==> config.mk <==
export PLATFORM = sky130hd
export DESIGN_NAME = serial_twos_comp_n
export DESIGN_NICKNAME = d
export VERILOG_FILES = /design/src/rtl/serial_twos_comp_n.sv
export SDC_FILE = /design/constraint.sdc
export NUM_CORES = 1
export LEC_CHECK = 0
export ABC_AREA = 1
export CAP_MARGIN = 20
export CORE_AREA = 3 3 40 42
export CTS_BUF_LIST = sky130_fd_sc_hd__clkbuf_2
export CTS_CLUSTER_SIZE = 24
export DETAILED_ROUTE_END_ITERATION = 10
export DIE_AREA = 0 0 43 45
export GPL_TIMING_DRIVEN = 0
export MAX_ROUTING_LAYER = met4
export PLACE_DENSITY = 0.57
export RECOVER_POWER = 100
export SYNTH_ARGS = -nofsm -noshare
export SYNTH_HDL_FRONTEND = slang
export SYNTH_SLANG_ARGS = --single-unit
==> constraint.sdc <==
create_clock -name clk -period 2.25 [get_ports clk]
set_input_delay 0.675 -clock clk [delete_from_list [all_inputs] [get_ports clk]]
set_output_delay 0.675 -clock clk [all_outputs]
set_load 0.02 [all_outputs]
==> src/rtl/serial_twos_comp_n.sv <==
// Bit-serial two's-complement / pass-through unit, LSB first, zero latency, with stall and start resync.
// Optional overflow flag for the most-negative word when SERIAL_TC_OVF_EN is defined.
module serial_twos_comp_n #(
    parameter  int unsigned WIDTH = 4,
    localparam int unsigned CW    = $clog2(WIDTH)
) (
    input  logic          clk,
    input  logic          reset_n,
    input  logic          xin,
    input  logic          xin_valid,
    input  logic          start,
    input  logic          negate,
    output logic          yout,
    output logic          yout_valid,
    output logic [CW-1:0] bit_idx,
    output logic          frame_done
`ifdef SERIAL_TC_OVF_EN
    ,
    output logic          ovf
`endif
);

    localparam logic [CW-1:0] LAST = CW'(WIDTH - 1);

    typedef enum logic {COPY = 1'b0, INVERT = 1'b1} st_t;

    st_t           st, st_nxt;
    logic [CW-1:0] cnt, cnt_nxt;
    logic          mode_q, mode_nxt;

    logic          e_first;
    logic [CW-1:0] e_cnt;
    st_t           e_st;
    logic          e_mode;
    logic          e_last;

    // Effective state for this cycle: start forces bit 0 of a fresh word
    always_comb begin
        e_first = start & xin_valid;
        e_cnt   = e_first ? '0 : cnt;
        e_st    = e_first ? COPY : st;
        e_mode  = (e_cnt == '0) ? negate : mode_q;
        e_last  = (e_cnt == LAST);
    end

    always_ff @(posedge clk or negedge reset_n) begin
        if (!reset_n) begin
            st     <= COPY;
            cnt    <= '0;
            mode_q <= 1'b1;
        end else begin
            st     <= st_nxt;
            cnt    <= cnt_nxt;
            mode_q <= mode_nxt;
        end
    end

    // Enter INVERT only after the first 1 has been copied out
    always_comb begin
        st_nxt   = st;
        cnt_nxt  = cnt;
        mode_nxt = mode_q;
        if (xin_valid) begin
            if (e_cnt == '0) begin
                mode_nxt = negate;
            end
            if (e_last) begin
                cnt_nxt = '0;
                st_nxt  = COPY;
            end else begin
                cnt_nxt = e_cnt + CW'(1);
                st_nxt  = ((e_st == INVERT) || (e_mode && xin)) ? INVERT : COPY;
            end
        end
    end

    // Mealy outputs, all held low while in reset
    always_comb begin
        yout       = 1'b0;
        yout_valid = 1'b0;
        bit_idx    = '0;
        frame_done = 1'b0;
`ifdef SERIAL_TC_OVF_EN
        ovf        = 1'b0;
`endif
        if (reset_n) begin
            yout       = xin_valid & (xin ^ (e_mode & (e_st == INVERT)));
            yout_valid = xin_valid;
            bit_idx    = e_cnt;
            frame_done = xin_valid & e_last;
`ifdef SERIAL_TC_OVF_EN
            ovf        = xin_valid & e_last & e_mode & (e_st == COPY) & xin;
`endif
        end
    end

endmodule

== Word level (Yosys, flattened, before mapping) ==
Cells that the tools add are included.
Word-level totals
  register bits after elaboration: 4
  latch bits: 0
  memory bits (writable): 0
  bits in read-only memories: 0
  bits of input ports: 6
  output and inout bits: 5
  memories kept: 0
Cells by class
  add/sub/neg operators: 1
  multipliers: 0
  divide/modulo/power cells: 0
  $lt $le $gt $ge: 0
  equality and inequality tests: 1
  shifts and indexed selects: 0
  muxes and demuxes: 10
  bitwise operators: 5
  reduce and logical (&&, ||, !) cells: 3
Operators by type and width (count)
  1-bit two-way mux: 7
  2-bit two-way mux: 3
  1-bit bitwise AND: 4
  2-bit by 1-bit adder with 2-bit output, second input constant: 1
  2-bit == test, second input constant: 1
  2-bit zero test: 1
  1-bit logical AND: 1
  1-bit logical OR: 1
  1-bit XOR: 1

== Logic depth before layout (Yosys ltp) ==
Gate-level depths: netlist of the first run.
  word-level depth: 8
  depth in mapped cells: 13

== Worst setup path before layout of the first run ==
Ideal clock, no wire load.
  kind: in2out
  from: in xin_valid
  to: out yout
  data arrival time: 1804 ps
  required time: 1575 ps
  path slack: -229 ps
  stages on the path: 13
  path buffers: 1
  cell sequence: buf_6 -> nand2_2 -> inv_2 -> nor2_4 -> inv_2 -> ha_1 -> inv_1 -> nand2_1 -> nand2_1 -> nand2_2 -> nand2_1 -> nand2_1 -> nor2_1
Between the ends
  longest elaborated chain between the ends: 8
  elaborated cells on any way between the ends: 9
  classes of those cells: mux: 4; bitwise: 4; reduce/logical: 1
RTL lines
  start: declaration: RTL line 10  | input logic xin_valid,
  1-bit bitwise AND: RTL line 39  | e_first = start & xin_valid;
  2-bit two-way mux: RTL line 40  | e_cnt = e_first ? '0 : cnt;
  2-bit zero test: RTL line 42  | e_mode = (e_cnt == '0) ? negate : mode_q;
  1-bit two-way mux
  1-bit bitwise AND: RTL line 87  | yout = xin_valid & (xin ^ (e_mode & (e_st == INVERT)));
  1-bit XOR: RTL line 87
  1-bit bitwise AND (*): RTL line 87
  1-bit two-way mux (*): RTL line 86  | if (reset_n) begin
  end: declaration: RTL line 13  | output logic yout,
Every way passes the cells marked *; elsewhere a longest branch is shown, timed or not.

== Worst setup path after layout of the first run ==
Ends and elaborated chain as after synthesis.

==> results of run 1 <==
Yosys cell counts:
| master | count |
|---|---|
| nor2_1 | 7 |
| nand2_1 | 13 |
| a31oi_1 | 1 |
| dfrtp_1 | 3 |
| nand2_2 | 3 |
| buf_6 | 1 |
| clkinv_1 | 1 |
| dfstp_2 | 1 |
| a21oi_4 | 1 |
| inv_2 | 4 |
| ha_1 | 2 |
| o21ai_1 | 2 |
| inv_1 | 8 |
| nor2_4 | 1 |
report_power, final:
group          internal [uW]  switching [uW]  total [uW]
Clock                   47.0            35.7        82.7
Sequential              93.3            9.39         103
Combinational           69.4            87.7         157
worst paths after layout:
kind                       slack (ns)  startpoint     end
max in group asynchronous        1.66     reset_n  mode_q
min                              0.36     reset_n      st
max reg2reg                      1.08      cnt[1]      st
min reg2reg                      0.49          st      st
max                             -0.14   xin_valid    yout
min in group clk                 0.49          st      st
sequential cells by signal (all words and copies together) (netlist names):
signal  count
st          1
mode_q      1
cnt         2
cells in the final DEF, fill, tap and decap left out, drive strengths merged:
| cell | Yosys | layout |
|---|---|---|
| ha | 2 | 2 |
| inv | 12 | 12 |
| o21ai | 2 | 2 |
| dfrtp | 3 | 3 |
| nand2 | 16 | 16 |
| buf | 1 | 5 |
| nor2 | 8 | 8 |
| a21oi | 1 | 1 |
| a31oi | 1 | 1 |
| clkdlybuf4s50 | 0 | 2 |
| clkbuf | 0 | 4 |
| clkinv | 1 | 1 |
| dfstp | 1 | 1 |
| clkdlybuf4s15 | 0 | 1 |
| dlygate4sd2 | 0 | 3 |
layer usage:
metal	track usage	wire length, um
met5	-	0
met3	0.01594	35
met4	0.09036	0
met1	0.09976	307
met2	0.1048	288
per-stage QoR:
step	hold slack, ns	std cells	worst slack [ns]	utilization	area (um2)
2_1_floorplan	0.3794	48	-0.1056	-	365.4
3_3_place_gp	0.4683	72	-1.107	0.3690	474.2
3_5_place_dp	0.4783	72	-1.118	0.3690	474.2
4_1_cts	0.3498	77	-0.1702	0.3875	498.0
5_1_grt	0.3574	77	-0.2654	0.4021	516.7
6_report	0.3644	77	-0.1394	0.4021	516.7
worst register-to-register path, delay by kind of cell, from the launching register on:
kind	cells	cell delay, ns
adders and majority gates	1	0.16
buffers and inverters	2	0.11
DFF	1	0.34
and+or+nand+nor	7	0.46
layout make-up:
type / instances / area, um2
Inverter: 13 / 48.80
Tap cell: 15 / 18.77
Multi-Input combinational cell: 30 / 212.7
Buffer: 1 / 20.02
Fill cell: 136 / 768.2
Timing Repair Buffer: 10 / 95.09
Sequential cell: 4 / 101.3
Clock buffer: 4 / 20.02
cells by family (layout without fill, tap and decap cells):
logic type / after synthesis / in the layout / share of synthesized area
compound gates: 4 / 4 / 0.1004
fa+ha+maj: 2 / 2 / 0.07721
buf+inv: 14 / 28 / 0.1853
flops: 4 / 4 / 0.3127
simple gates: 24 / 24 / 0.3244
repair_timing:
item | CTS | global route
resized for setup | 23 | 4
endpoints found under the setup margin | 5 | 2
setup buffers | 1 | 0
gates cloned | 0 | 0
pin swaps | 5 | 0
==> results.md, run 1 <==
* Outcome: complete, but fails checks
* Violated checks: negative setup slack
* Initial Util at 0.2522
* Startpoint Class: primary input
* Clk_skew at 0.005593 ns
* Setup violations, final at 1
* Top Ports at 11
* Min Clock Period, post-route at 2.389 ns
* Hold_buf cts at 0
* Number of synthesis warnings at 0
* Post-synthesis cell area at 324.1 um2
* 1st-iter DRT viols at 1
* Post-DP HPWL at 498.8 um
* CTS root buf: clkbuf_2
* Setup_tns at -0.1394 ns
* Initial antenna violation count at 0
* Antenna Nets Post-Route at 0
* Rows at 13
* Drt pass-1 iters at 2
* DR vias at 297
* Worst-skew pair later-pin latency at 0.21 ns
* GP Congestion at 0.7036
* Synth Instances at 48
* Clock transition at path regs at 0.06 ns
* Crit path largest cell delay at 0.16 ns
* Grt ovf at 0
* Pwr dens at 662.7 nW/um2
* Area Growth Syn to Fin at 59.46%
* Routed vias/inst at 3.857
* Netlist cell types at 14
* Mean Syn Cell Area at 6.751 um2
* Final Slew Violations at 0
* WL/cell at 8.195 um
* Yosys top cell area share at 0.2317
* CTS max path bufs at 2
* CP cell instances: buf_12 > nand2_4 > inv_2 > nor2_4 > inv_2 > ha_4 > inv_2 > nand2_2 > nand2_2 > nand2_2 > nor2_2 > nor2_4 > buf_6
* Total power draw at 342.5 uW
* RSZ-0062 raised after global routing: true
* CP top delay family: simple AND/OR/NAND/NOR gates
* Leading area contributor after synthesis: dfrtp_1
* Slew @ Worst Pin at 0.2095 ns
* Rel. slew slack at 0.8609
* Maximum vdd drop at 0.2376 mV
* Largest fanout on the critical path at 10
* Worst path bufs/invs at 5
* Worst setup margin at -0.1394 ns
* Critical path class: in -> out
* CTS tree: built
* DIE HEIGHT at 45 um
* Post-synthesis sequential area ratio at 0.3127
* WP depth at 13
* Hold Vio Cnt, Final at 0
* # Max-Cap Violations at 0
* Nets@finish at 71
* CORE AREA at 1285 um2
* Ant diodes at 0
* Port buffer count at 9
* Max Clock Freq at 418.5 MHz
* CP endpoint kind: output pin
* Critical path's slowest cell: ha_4
* First-pass GRT wire length at 1076 um
* Share of layout cells above drive strength 1 at 0.4516
* Syn nets at 56
* WP data arrival at 1.71 ns
* Final Cycle Share at 1.062
* Post-synthesis sequential element count at 4
* Clock sinks at 4
* Synth area leaders: dfrtp_1 (23%), nand2_1 (15%), inv_1 (9.3%)
* Worst min-delay path class: in -> async
* CTS H-tree lvls at 1
* DRT Wirelength at 631 um
* DR DRC count at 0
* P_leak at 0.0002692 uW
* R2R depth at 10
* Vias in the first global route at 267
* Die area at 1935 um2
* Cts bufs inserted at 3
* WP data required at 1.57 ns
* Die X at 43 um
* Pin count of the biggest net entering global routing at 11
* Total global-route track usage at 0.08176
(Power assumes the default switching activity.)
==> run 2, diff against run 1 <==
==> constraint.sdc (replaced) <==
create_clock -name clk -period 2.25 [get_ports clk]
set_input_delay 0.225 -clock clk [delete_from_list [all_inputs] [get_ports clk]]
set_output_delay 0.225 -clock clk [all_outputs]
set_load 0.02 [all_outputs]
==> results.md, run 2 (same netlist as run 1, synthesis figures left out) <==
* Largest fanout on the critical path at 3
* Worst hold slack at 0.2270 ns
* Hold Vio Cnt, Final at 0
* Top Ports at 11
* Post-DP HPWL at 513.5 um
* Startpoint Class: primary input
* Area Growth Syn to Fin at 37.45%
* Antenna Nets Post-Route at 0
* CP cell instances: clkdlybuf4s50_1 > nand2_2 > nand2_1 > inv_2 > ha_1 > inv_1 > nor2_1 > clkdlybuf4s50_1
* Total power draw at 309.6 uW
* Post-route insts no fill at 76
* CTS tree: built
* Most common cell after layout, fill and taps aside: nand2_1
* Total global-route track usage at 0.07653
* Final Slew Violations at 0
* Nets@finish at 70
* Most frequent cells in the layout: nand2_1 (14), inv_1 (9), nor2_1 (7), clkbuf_2 (5)
* RSZ-0062 raised after global routing: false
* Critical path class: in -> out
* Total setup buffers inserted after CTS at 0
* Ant diodes at 0
* Cell area after placement at 432.9 um2
* Pin count of the biggest net entering global routing at 11
* Cts bufs inserted at 3
* Routed vias/inst at 3.921
* DR DRC count at 0
* Share of layout cells above drive strength 1 at 0.2295
* Maximum vdd drop at 0.2135 mV
* DR vias at 298
* P_leak at 0.0002456 uW
* Clk_skew at 0.004991 ns
* Final Cycle Share at 0.9426
* Initial Util at 0.2522
* WP data required at 2.03 ns
* WL/cell at 8.237 um
* Placed cells at 72
* Die area at 1935 um2
* Clock sinks at 4
* GP Congestion at 0.6875
* Worst min-delay path class: in -> reg
* Rel. slew slack at 0.8282
* Area occupied by multi-input gates at 160.2 um2
* Largest register FFs at 2
* Worst-skew pair later-pin latency at 0.22 ns
* WP data arrival at 1.90 ns
* CTS max path bufs at 2
* 1st-iter DRT viols at 1
* Initial antenna violation count at 0
* Outcome: finished clean
* Crit path largest cell delay at 0.60 ns
* Hold_buf cts at 0
* Max Clock Freq at 471.5 MHz
* Most flop-heavy register: cnt
* Seq. cell area at 101.3 um2
* Drt pass-1 iters at 4
* Die X at 43 um
* CP endpoint kind: output pin
* Worst setup margin at 0.1291 ns
* Final instance area at 445.4 um2
* Port buffer count at 9
* Vias in the first global route at 253
* Critical path's slowest cell: clkdlybuf4s50_1
* DRT Wirelength at 626 um
* CTS H-tree lvls at 1
* Grt ovf at 0
* # Max-Cap Violations at 0
* Setup violations, final at 0
* Largest registers: cnt x2, mode_q x1, st x1
* DIE HEIGHT at 45 um
* Rows at 13
* Pwr dens at 695.1 nW/um2
* CORE AREA at 1285 um2
* DP Worst Slack at -0.2351 ns
* First-pass GRT wire length at 972 um
* Clock transition at path regs at 0.05 ns
* Top cell by count, worst path: clkdlybuf4s50_1
* CTS root buf: clkbuf_2
* # fillers at 153
* Min Clock Period, post-route at 2.121 ns
* Slew @ Worst Pin at 0.2568 ns
==> run 2: final timing paths <==
kind	startpoint	slack, ns	cells after the start	endpoint
worst max register to register	cnt[1]	1.04	10	st
max in group asynchronous	reset_n	1.67	1	mode_q
worst max-delay path	start	0.13	8	frame_done
worst min-delay path	xin_valid	0.23	2	mode_q
worst min register to register	cnt[0]	0.47	2	cnt[0]
min in group asynchronous	reset_n	0.31	1	st
==> run 2: per-stage QoR <==
stage	util	TNS, ns
after floorplan	-	0
after global placement	0.3369	-0.1960
after detailed placement	0.3369	-0.2351
after CTS	0.3515	0
after global routing	0.3466	0
final	0.3466	0
==> run 2: layout make-up <==
class,count,area share
multi-input cells,30,0.3596
repair buffers,9,0.1910
clock buffers,4,0.04494
inverters,13,0.1096
flip-flops and latches,4,0.2275
well taps,15,0.04213
plain buffers,1,0.02528
==> run 2: layer usage <==
metal | track usage | vias up | wire length (um) | part of all wire
li1 | - | 163 | - | -
met1 | 0.08010 | 122 | 282 | 0.45
met2 | 0.1048 | 11 | 282 | 0.45
met3 | 0.01195 | 2 | 46 | 0.073
met4 | 0.1084 | 0 | 14 | 0.022
met5 | - | - | 0 | 0
==> run 2: critical path: cells and delay by family <==
kind,cells,cell delay [ns]
buffers and inverters,4,1.20
and+or+nand+nor,3,0.31
adders and majority gates,1,0.16
==> run 2: repair_timing <==
item | in CTS | in global routing
endpoints found under the setup margin | 1 | 1
gates resized for setup | 1 | 2
pin swaps | 0 | 0
==> run 2: where the power goes <==
| group | leakage (uW) | total (uW) | internal, uW | switching [uW] |
|---|---|---|---|---|
| clock | 0.0000166 | 83.1 | 47.0 | 36.1 |
| sequential | 0.0000464 | 101 | 93.2 | 7.86 |
| combinational | 0.000183 | 125 | 51.9 | 73.6 |
==> run 3, diff against run 2 <==
clock period = 1.8 ns   (was 2.25 ns; I/O delays follow)
==> results.md, run 3 (same netlist as run 1, synthesis figures left out) <==
* Outcome: finished clean
* DP Worst Slack at -0.5951 ns
* CORE AREA at 1285 um2
* Maximum vdd drop at 0.2863 mV
* Initial Util at 0.2522
* DR vias at 310
* Total global-route track usage at 0.07825
* R2R setup slack at 0.65 ns
* Area Growth Syn to Fin at 48.26%
* Final Cycle Share at 0.9254
* Final Slew Violations at 0
* Most frequent cells in the layout: nand2_1 (11), inv_1 (7), nor2_1 (7), nand2_2 (5), inv_2 (5)
* Antenna Nets Post-Route at 0
* Most flop-heavy register: cnt
* CP endpoint kind: output pin
* Die X at 43 um
* Worst reg2reg endpoint: st
* Die area at 1935 um2
* Grt ovf at 0
* GP Congestion at 0.6875
* # Max-Cap Violations at 0
* WP data arrival at 1.49 ns
* Clk_skew at 0.005783 ns
* RSZ-0062 raised after global routing: false
* Min Clock Period, post-route at 1.666 ns
* Largest register FFs at 2
* Drt pass-1 iters at 4
* Pwr dens at 846.2 nW/um2
* Clock transition at path regs at 0.06 ns
* Startpoint Class: flip-flop
* Worst-skew pair later-pin latency at 0.22 ns
* Worst setup margin at 0.1344 ns
* 1st-iter DRT viols at 2
* Crit path launch: cnt[1]
* Top Ports at 11
* First-pass GRT wire length at 986 um
* Cts bufs inserted at 3
* Critical path class: reg -> out
* Largest fanout on the critical path at 2
* Worst min-delay path class: in -> async
* Post-DP HPWL at 513.5 um
* Ant diodes at 0
* Hold Vio Cnt, Final at 0
* Max Clock Freq at 600.4 MHz
* Routed vias/inst at 3.924
* CTS root buf: clkbuf_2
* # fillers at 152
* Slew @ Worst Pin at 0.2270 ns
* DRT Wirelength at 654 um
* Pin count of the biggest net entering global routing at 11
* CTS H-tree lvls at 1
* Worst R2R Start: cnt[1]
* Nets@finish at 73
* Port buffer count at 9
* Final instance area at 480.5 um2
* DR DRC count at 0
* Worst hold slack at 0.09922 ns
* DIE HEIGHT at 45 um
* Cell area after placement at 432.9 um2
* Clock sinks at 4
* CTS tree: built
* CTS max path bufs at 2
* Most common cell after layout, fill and taps aside: nand2_1
* Largest registers: cnt x2, mode_q x1, st x1
* Rows at 13
* Setup_tns at 0 ns
* WL/cell at 8.278 um
* Initial antenna violation count at 0
* WP data required at 1.62 ns
* Rel. slew slack at 0.8482
* P_leak at 0.0002634 uW
* Share of layout cells above drive strength 1 at 0.3438
* Setup violations, final at 0
* Vias in the first global route at 259
* R2R depth at 11
## run 3: cell count changes in the layout (fill, tap and decap cells not counted), sizes merged
| cell | change |
|---|---|
| buf | +3 |
| clkdlybuf4s15 | +1 |
| clkdlybuf4s50 | -2 |
| dlygate4sd2 | +2 |
| clkbuf | -1 |
## run 3: final cells by class
class                      count  area [um2]  share of cell area
buffer                         1       11.26             0.02344
tap                           15       18.77             0.03906
multi-input combinational     30       170.2              0.3542
timing repair buffer          12       110.1              0.2292
inverter                      13       48.80              0.1016
clock buffer                   4       20.02             0.04167
sequential                     4       101.3              0.2109
## run 3: metrics by stage
stage	power, uW	instances	utilization
after floorplan	245.7	48	-
after CTS	403.1	77	0.3535
after detailed placement	295.3	72	0.3369
after global placement	290.1	72	0.3369
final	406.6	79	0.3739
after global routing	441.3	79	0.3739
## run 3: power breakdown
group / switching, uW / internal, uW / leakage [uW]
combinational: 98.5 / 76.4 / 0.000200
clock: 44.9 / 58.8 / 0.0000166
sequential: 11.4 / 117 / 0.0000464
total: 155 / 252 / 0.000263
## run 3: timing repair
action | 4_1_cts | 5_1_grt
pin swaps | 0 | 4
endpoints found under the hold margin | 3 | 0
hold buffers | 1 | 0
setup endpoints to repair | 3 | 1
gates resized for setup | 7 | 6
buffers inserted | 0 | 2
## run 3: worst max-delay path, stage by stage (launching register included)
cell and delay [ns]:
dfrtp_1 0.34, inv_2 0.05, nor2_4 0.09, inv_2 0.04, nor2_1 0.07, dlygate4sd3_1 0.67
## run 3: routing by layer
| metal | part of all wire | GRT usage | vias to the layer above |
|---|---|---|---|
| met2 | 0.44 | 0.1078 | 11 |
| li1 | - | - | 169 |
| met4 | 0.021 | 0.1084 | 0 |
| met1 | 0.46 | 0.08252 | 128 |
| met5 | 0 | - | - |
| met3 | 0.070 | 0.01195 | 2 |
## run 3: worst max-delay path by stage
stage	cells past startpoint	slack [ns]	end
after CTS	12	0.05	yout
after detailed placement	14	-0.60	yout
after global routing	12	0.01	yout
after floorplan	13	0.31	yout
after global placement	14	-0.56	yout
final	5	0.13	bit_idx[1]
